### src/rtl/rom_seq_pkg.sv
// Shared types and default timing constants for the ROM address sequencer.
package rom_seq_pkg;

    typedef enum logic {
        RUN  = 1'b0,
        HOLD = 1'b1
    } state_t;

    localparam int unsigned CNT_MAX_DEF    = 24'd9_999_999;
    localparam int unsigned FILTER_MAX_DEF = 20'd999_999;

endpackage

### src/rtl/key_filter.sv
// Single-channel key debouncer: one event once the key has been stable high for
// FILTER_MAX+1 clocks; a release re-arms it, and any low sample restarts the count.
module key_filter
    import rom_seq_pkg::*;
#(
    parameter int unsigned FILTER_MAX = FILTER_MAX_DEF
) (
    input  logic sys_clk,
    input  logic sys_rst_n,
    input  logic key_in,
    output logic key_event
);

    localparam int unsigned FW = (FILTER_MAX > 0) ? $clog2(FILTER_MAX + 1) : 1;

    logic [FW-1:0] stable_cnt;
    logic          fired;
    logic          at_max;

    assign at_max    = (stable_cnt == FW'(FILTER_MAX));
    assign key_event = key_in && !fired && at_max;

    always_ff @(posedge sys_clk or negedge sys_rst_n) begin
        if (!sys_rst_n) begin
            stable_cnt <= '0;
            fired      <= 1'b0;
        end else if (!key_in) begin
            stable_cnt <= '0;
            fired      <= 1'b0;
        end else if (!fired) begin
            if (at_max) begin
                fired <= 1'b1;
            end else begin
                stable_cnt <= stable_cnt + FW'(1);
            end
        end
    end

endmodule

### src/rtl/rom_seq_ctrl.sv
// ROM read-address sequencer: steps addr every CNT_MAX+1 clocks, key events jump
// to per-key targets and hold there. Define KEY_DEBOUNCE_EN to debounce the keys.
module rom_seq_ctrl
    import rom_seq_pkg::*;
#(
    parameter int unsigned               ADDR_W     = 8,
    parameter int unsigned               DEPTH      = 256,
    parameter int unsigned               CNT_MAX    = CNT_MAX_DEF,
    parameter int unsigned               NUM_KEY    = 2,
    parameter logic [NUM_KEY*ADDR_W-1:0] JUMP_ADDR  = {8'd199, 8'd99},
    parameter int unsigned               FILTER_MAX = FILTER_MAX_DEF
) (
    input  logic               sys_clk,
    input  logic               sys_rst_n,
    input  logic [NUM_KEY-1:0] key,
    input  logic               dir,
    output logic [ADDR_W-1:0]  addr,
    output logic               hold,
    output logic [2:0]         hold_sel
);

    localparam int unsigned CNT_W = (CNT_MAX > 0) ? $clog2(CNT_MAX + 1) : 1;

    state_t             state, state_nxt;
    logic [CNT_W-1:0]   cnt, cnt_nxt;
    logic               tick;
    logic [NUM_KEY-1:0] key_evt;
    logic               key_hit;
    logic [2:0]         key_idx;
    logic [ADDR_W-1:0]  jump_tgt, addr_step, addr_nxt;
    logic [2:0]         hold_sel_nxt;

`ifdef KEY_DEBOUNCE_EN
    for (genvar g = 0; g < NUM_KEY; g++) begin : g_filter
        key_filter #(.FILTER_MAX(FILTER_MAX)) u_key_filter (
            .sys_clk   (sys_clk),
            .sys_rst_n (sys_rst_n),
            .key_in    (key[g]),
            .key_event (key_evt[g])
        );
    end
`else
    logic [NUM_KEY-1:0] key_q;

    always_ff @(posedge sys_clk or negedge sys_rst_n) begin
        if (!sys_rst_n) key_q <= '0;
        else            key_q <= key;
    end

    assign key_evt = key & ~key_q;
`endif

    assign tick = (cnt == CNT_W'(CNT_MAX));
    assign hold = (state == HOLD);

    // Scan downwards so the lowest-indexed simultaneous event is the one kept.
    always_comb begin
        key_hit  = 1'b0;
        key_idx  = '0;
        jump_tgt = '0;
        for (int i = NUM_KEY - 1; i >= 0; i--) begin
            if (key_evt[i]) begin
                key_hit  = 1'b1;
                key_idx  = 3'(i);
                jump_tgt = JUMP_ADDR[i*ADDR_W +: ADDR_W];
            end
        end
    end

    always_comb begin
        if (dir) addr_step = (addr == ADDR_W'(DEPTH - 1)) ? '0 : addr + ADDR_W'(1);
        else     addr_step = (addr == '0) ? ADDR_W'(DEPTH - 1) : addr - ADDR_W'(1);
    end

    always_ff @(posedge sys_clk or negedge sys_rst_n) begin
        if (!sys_rst_n) state <= RUN;
        else            state <= state_nxt;
    end

    always_comb begin
        state_nxt = state;
        if (key_hit) begin
            if (state == RUN)              state_nxt = HOLD;
            else if (key_idx == hold_sel)  state_nxt = RUN;
        end
    end

    // A key event always restarts the step period, so a coinciding tick is lost.
    always_comb begin
        addr_nxt     = addr;
        hold_sel_nxt = hold_sel;
        cnt_nxt      = tick ? '0 : cnt + CNT_W'(1);
        if (key_hit) begin
            cnt_nxt = '0;
            if (state == RUN || key_idx != hold_sel) begin
                addr_nxt     = jump_tgt;
                hold_sel_nxt = key_idx;
            end else begin
                hold_sel_nxt = '0;
            end
        end else if (tick && state == RUN) begin
            addr_nxt = addr_step;
        end
    end

    always_ff @(posedge sys_clk or negedge sys_rst_n) begin
        if (!sys_rst_n) begin
            addr     <= '0;
            hold_sel <= '0;
            cnt      <= '0;
        end else begin
            addr     <= addr_nxt;
            hold_sel <= hold_sel_nxt;
            cnt      <= cnt_nxt;
        end
    end

endmodule

### config.mk
export PLATFORM = sky130hd
export DESIGN_NAME = rom_seq_ctrl
export DESIGN_NICKNAME = d
export VERILOG_FILES = /design/src/rtl/rom_seq_pkg.sv /design/src/rtl/key_filter.sv /design/src/rtl/rom_seq_ctrl.sv
export SDC_FILE = /design/constraint.sdc
export NUM_CORES = 1
export LEC_CHECK = 0
export ABC_AREA = 1
export CAP_MARGIN = 10
export CORE_MARGIN = 2
export CORE_UTILIZATION = 59
export CTS_CLUSTER_DIAMETER = 200
export DETAILED_ROUTE_END_ITERATION = 16
export GPL_ROUTABILITY_DRIVEN = 1
export PLACE_DENSITY = 0.8
export SETUP_SLACK_MARGIN = 0.4
export SYNTH_ARGS = -nofsm -noshare
export SYNTH_HDL_FRONTEND = slang
export SYNTH_SLANG_ARGS = --single-unit
### constraint.sdc
create_clock -name sys_clk -period 2.11 [get_ports sys_clk]
set_input_delay 0.422 -clock sys_clk [delete_from_list [all_inputs] [get_ports sys_clk]]
set_output_delay 0.422 -clock sys_clk [all_outputs]
set_load 0.01 [all_outputs]
==> impl_results.md, run 1 <==
- Outcome: complete, no violations
- Via density per instance: 5.36
- Mapped Avg Cell Area: 6.78 µm²
- DIE WIDTH: 68.1 µm
- Fin nets: 392
- Core area: 0.00397 mm²
- Via count: 2325
- VDD IR-drop max: 0.524 mV
- Port buffer count: 14
- Area growth, synth to finish: 17.2%
- Met2 routed WL: 2510 µm
- Max Clock Skew: 0.00737 ns
- Crit Path Max Fanout: 5
- Transition time at the pin with the least slew margin: 0.787 ns
- Rows: 23
- Tcrit/Tclk final: 79.1%
- Diodes inserted: 0
- CP endpoint kind: output port
- Initial core utilization: 61.0%
- RSZ-0062 raised after global routing: true
- Crit path cell chain: clkdlybuf4s50_1
- Longest Clk Path Bufs: 2
- Max-cap violations: 0
- Worst min path class: input port to async pin
- Initial antenna violation count: 0
- Slew headroom: 47.5%
- Placed Area: 0.00262 mm²
- Pre-CTS WS: 0.0482 ns
- Largest stage delay, worst path: 0.55 ns
- Clk sinks: 36
- Final hold violations: 0
- Routability cong.: 0.900
- HPWL Detailed: 4260 µm
- YS warnings: 0
- CTS tree: yes
- Sequential fraction of the synthesis area: 37.2%
- CP required: 1.69 ns
- Final WS setup: 0.441 ns
- GRT Total Usage: 27.7%
- Post-synth top area cell: dfrtp_1
- WL per Instance: 13.3 µm
- CP top delay family: buffers and inverters
- Met3 WL: 385 µm
- WP buf/inv: 1
- Synth unique cells: 28
- Yosys top cell area share: 37.2%
- Slowest CP cell: clkdlybuf4s50_1
- First DRT Iteration DRCs: 284
- Final setup vio count: 0
- Top post-synthesis cells by area: dfrtp_1 (37%), nand2_1 (16%), nor2_1 (11%), nand3_1 (6.2%), inv_1 (6.0%)
- Final setup TNS: 0 ns
- CTS buffer count: 5
- Synth Instances: 357
- Largest net degree at the start of global routing: 37
- TritonRoute pass-1 iters: 4
- DRC: 0
- Post-DRT Antenna Nets: 0
- # IOs: 17
- Top routing layer used: met4
- Critical path class: register to output port
- Final WL: 5780 µm
- Post-route cell area: 0.00284 mm²
- CTS clk-pin slew, worst paths: 0.07 ns
- Tmin final: 1.67 ns
- Share of cells above drive strength 1: 11.5%
- DIE AREA: 0.00463 mm²
- Chip height: 68.1 µm
- Worst skew pair latency: 0.29 ns
- Root Driver: clkbuf_8
- Critical path startpoint category: register
- Slew Limit Fails: 0
- First-pass GRT wire length: 9470 µm
- CP arrival: 1.25 ns
- Post-CTS Hold Fix Bufs: 0
- Leak pwr: 1.24 nW
- Number of global-route vias before repair: 2083
- Synth Register Bits: 36
- M1 wire length: 2780 µm
- Cell Area, Synth: 0.00242 mm²
- H-tree depth: 2
- Fmax: 599 MHz
- GR Overflow Total: 0
- Pwr dens: 890 mW/mm²
## registers in the layout (all words and copies together) (netlist names)
name,count
key_q,2
cnt,24
hold,1
hold_sel,1
addr,8
## stage by stage
| stage | instances | hold slack (ns) | total power [W] | utilization (%) |
|---|---|---|---|---|
| after floorplan | 358 | 0.126 | 0.00149 | - |
| after global placement | 418 | 0.519 | 0.00178 | 65.9 |
| after detailed placement | 418 | 0.540 | 0.00179 | 65.9 |
| after CTS | 430 | 0.245 | 0.00246 | 69.8 |
| after global routing | 434 | 0.278 | 0.00271 | 71.4 |
| final | 434 | 0.212 | 0.00252 | 71.4 |
## cell type report
cell class              count  area, µm²
multi-input cells         274       1360
fillers                   340       1130
flip-flops and latches     36        910
repair buffers             26        243
inverters                  40        153
clock buffers               5       68.8
well taps                  50       62.6
clock inverters             3       42.5
## kinds of logic after synthesis
family | Yosys count | share of synthesized area [%]
adders and majority gates | 4 | 2.07
xor gates and xnor gates | 17 | 6.15
and+or+nand+nor | 229 | 41.2
other | 1 | 0.155
DFF | 36 | 37.2
AOI/OAI and AO/OA | 22 | 4.96
buffers and inverters | 48 | 8.22
## placed cells by master (no fill, tap or decap), types with 3 or more instances in the layout
master / n
dfrtp_1: 29
nand2_2: 3
xor2_1: 12
dfrtp_2: 7
ha_1: 3
xnor2_1: 5
nor2_4: 3
nand4_1: 5
buf_4: 11
inv_1: 39
nand2_1: 98
nor3_1: 11
a21oi_1: 6
clkdlybuf4s50_1: 11
o21ai_0: 12
nand3_1: 30
clkbuf_8: 5
nor2_1: 70
## timing repair
action                     CTS  global route
gates resized for setup      8             9
setup buffers                4             4
setup endpoints to repair   25            23
pin swaps                    1             0
## final timing paths
path / from / to / slack [ns] / cells after the start
setup / recovery: addr[3]$_DFFE_PN0P_ / addr[3] / 0.44 / 1
hold / removal: sys_rst_n / cnt[16]$_DFF_PN0_ / 0.21 / 1
setup reg to reg: cnt[0]$_DFF_PN0_ / addr[4]$_DFFE_PN0P_ / 0.49 / 10
hold reg to reg: cnt[0]$_DFF_PN0_ / cnt[0]$_DFF_PN0_ / 0.54 / 1
max in group asynchronous: sys_rst_n / cnt[0]$_DFF_PN0_ / 1.34 / 1
min in group sys_clk: cnt[0]$_DFF_PN0_ / cnt[0]$_DFF_PN0_ / 0.54 / 1
## routing by layer
| metal | GRT usage (%) | vias to the layer above |
|---|---|---|
| li1 | - | 1171 |
| met1 | 40.4 | 1060 |
| met2 | 40.9 | 83 |
| met3 | 4.93 | 11 |
| met4 | 10.5 | 0 |
| met5 | 0 | - |
## cells in the mapped netlist, drive strengths merged
cell / count
nor3b: 3
o21ai: 14
nand3b: 1
conb: 1
ha: 4
inv: 40
xor2: 12
nand4: 5
a21oi: 7
nand2: 103
xnor2: 5
o211ai: 1
nor2: 74
dfrtp: 36
buf: 7
nand3: 32
nor3: 11
clkbuf: 1
## power by group
group | switching (W) | total [W] | internal, W
Sequential | 0.000105 | 0.000894 | 0.000789
Combinational | 0.000570 | 0.00103 | 0.000455
Clock | 0.000256 | 0.000606 | 0.000350
Note: power is estimated with default switching activity, not from simulation.
==> inputs of run 2 (changes only) <==
clock period = 1.6 ns   (was 2.11 ns; I/O delays follow)
==> run 2 against run 1 <==
Combinational power grew 100%. First-iteration DRC count grew 120%. Worst setup slack lost 0.50 ns. Sequential cell count is the same. The flow now finishes with violations (negative setup slack). Routed wire length grew 74%. Highest routed layer unchanged. Final cell count grew 11%. Power grew 57%. Sequential power grew 30%. Clock skew grew 0.00086 ns. Die area is the same. Utilization grew 17 points.
==> impl_results.md, run 2 (synthesized netlist as in run 1, its figures left out) <==
- Port buffer count: 14 (unchanged)
- First DRT Iteration DRCs: 617 (+120%)
- Pwr dens: 1130 mW/mm² (+27%)
- DIE AREA: 0.00463 mm² (unchanged)
- Final non-filler cell total: 480 (+11%)
- Post-DRT Antenna Nets: 0 (unchanged)
- Outcome: complete, but fails checks
- HP Start: key[0]
- CP top delay family: simple AND/OR/NAND/NOR gates
- Longest Clk Path Bufs: 2 (unchanged)
- Commonest non-fill, non-tap cells in the layout: nand2_1 (75), nor2_1 (45), buf_4 (44)
- Core area: 0.00397 mm² (unchanged)
- Worst skew pair latency: 0.30 ns (about the same)
- Largest Register: cnt
- Initial antenna violation count: 0 (unchanged)
- Max Clock Skew: 0.00822 ns (+0.000855 ns)
- WP buf/inv: 1 (unchanged)
- Met3 WL: 1450 µm (+280%)
- Via density per instance: 6.54 (+22%)
- Register area: 912 µm² (+0.28%)
- Chip height: 68.1 µm (unchanged)
- CP arrival: 1.85 ns (+0.60 ns)
- Via count: 3137 (+35%)
- Rows: 23 (unchanged)
- Critical path class: register to register
- DRC: 0 (unchanged)
- Inst Count DP: 434 (+3.8%)
- CTS buffer count: 5 (unchanged)
- HPWL Detailed: 4600 µm (+7.8%)
- Crit Path Max Fanout: 6 (+1)
- Number of fill cells: 170 (-50%)
- Largest regs: cnt x24, addr x8, key_q x2
- GR Overflow Total: 0 (unchanged)
- Failing checks: negative setup slack
- Met2 routed WL: 4490 µm (+79%)
- Slew Limit Fails: 0 (unchanged)
- CTS clk-pin slew, worst paths: 0.08 ns (about the same)
- VDD IR-drop max: 0.941 mV (+80%)
- CTS tree: yes
- H-tree depth: 2 (unchanged)
- DIE WIDTH: 68.1 µm (unchanged)
- GRT Total Usage: 30.5% (+2.8 points)
- Reg-to-Reg Start: cnt[15]$_DFF_PN0_
- Routability cong.: 0.952 (+5.7%)
- Final WL: 10100 µm (+74%)
- Slowest CP cell: dfrtp_1
- Max reg flops: 24 (unchanged)
- Final WS setup: -0.0612 ns (-0.502 ns)
- # IOs: 17 (unchanged)
- Critical path startpoint category: register
- WL per Instance: 21.0 µm (+57%)
- Worst min path class: input port to register
- Fmax: 602 MHz
- Area of the multi-input gates: 0.00170 mm² (+25%)
- TritonRoute pass-1 iters: 6 (+2)
- Largest stage delay, worst path: 0.44 ns (-0.11 ns)
- Largest net degree at the start of global routing: 20 (-46%)
- Tcrit/Tclk final: 104%
- Share of cells above drive strength 1: 41.4% (+30 points)
- Number of global-route vias before repair: 2202 (+5.7%)
- Root Driver: clkbuf_8
- Leak pwr: 1.59 nW (+29%)
- Initial core utilization: 61.0% (unchanged)
- Clk sinks: 36 (unchanged)
- Tmin final: 1.66 ns
- Commonest non-fill, non-tap cell in the layout: nand2_1
- CP required: 1.79 ns (+0.10 ns)
- Top routing layer used: met4
- First-pass GRT wire length: 10300 µm (+9.0%)
- Crit path cell chain: nand2_1, nor2_1, nand2_1, nor2_2, nand3_4, nand2_4, inv_6, nand2_2, nand2_2
- CP endpoint kind: register
- Final hold violations: 0 (unchanged)
- Fin nets: 438 (+12%)
- Max-cap violations: 0 (unchanged)
- Final Util: 88.5% (+17 points)
- RSZ-0062 raised after global routing: true
- Diodes inserted: 0 (unchanged)
- Area growth, synth to finish: 45.2%
- Worst setup path start: cnt[15]$_DFF_PN0_
- M1 wire length: 3430 µm (+23%)
- Final setup vio count: 7 (+7)
run 2: cell types whose count changed in the layout (fill, tap and decap cells not counted), moves of 15 or more:
cell / delta
buf_4: +33
nor2_1: -25
nand2_1: -23
nor2_2: +19
nand2_2: +17
buf_6: +15
run 2: area by class of cell:
type                       instances  area share [%]
multi-input combinational        275            48.4
sequential                        36            25.9
timing repair buffer              71            16.6
inverter                          40            4.70
clock buffer                       8            2.56
tap                               50            1.78
run 2: per-stage QoR:
stage / hold WS, ns / setup slack [ns] / cell area [µm²] / total power (W) / setup TNS (ns)
after floorplan: 0.0244 / 0.0767 / 2450 / 0.00197 / 0
after global placement: 0.279 / -0.164 / 2750 / 0.00244 / -1.92
after detailed placement: 0.282 / -0.218 / 2750 / 0.00247 / -3.95
after CTS: 0.292 / 0.140 / 3150 / 0.00352 / 0
after global routing: 0.193 / -0.129 / 3520 / 0.00410 / -0.840
final: 0.195 / -0.0612 / 3520 / 0.00396 / -0.235
run 2: power breakdown:
| part | switching, W | total [W] | internal, W |
|---|---|---|---|
| sequential | 0.000123 | 0.00116 | 0.00104 |
| clock | 0.000358 | 0.000710 | 0.000352 |
| combinational | 0.00122 | 0.00209 | 0.000875 |
run 2: path summary, 6_finish.rpt:
check / slack [ns] / end / cells past startpoint
max in group asynchronous: 0.55 / cnt[8]$_DFF_PN0_ / 3
hold reg to reg: 0.59 / cnt[21]$_DFF_PN0_ / 2
setup reg to reg: -0.06 / addr[3]$_DFFE_PN0P_ / 9
setup / recovery: -0.06 / addr[3]$_DFFE_PN0P_ / 9
min in group asynchronous: 0.46 / cnt[16]$_DFF_PN0_ / 2
hold / removal: 0.20 / key_q[0]$_DFF_PN0_ / 1
run 2: per-layer routing:
layer	up-vias	global-route usage [%]
met5	-	0
met2	357	45.5
li1	1260	-
met4	0	9.50
met1	1404	43.8
met3	116	7.07
run 2: repair_timing:
action / CTS / global route
hold buffers: 1 / 0
pin swaps: 19 / 25
gates cloned: 1 / 0
buffers inserted: 19 / 17
setup endpoints to repair: 44 / 57
endpoints found under the hold margin: 18 / 0
gates resized for setup: 101 / 77
run 2: worst reg2reg max path, stage by stage, from the launching register on:
cell and delay (ns):
dfrtp_1 0.44, nand2_1 0.15, nor2_1 0.16, nand2_1 0.10, nor2_2 0.21, nand3_4 0.15
nand2_4 0.15, inv_6 0.06, nand2_2 0.07, nand2_2 0.07
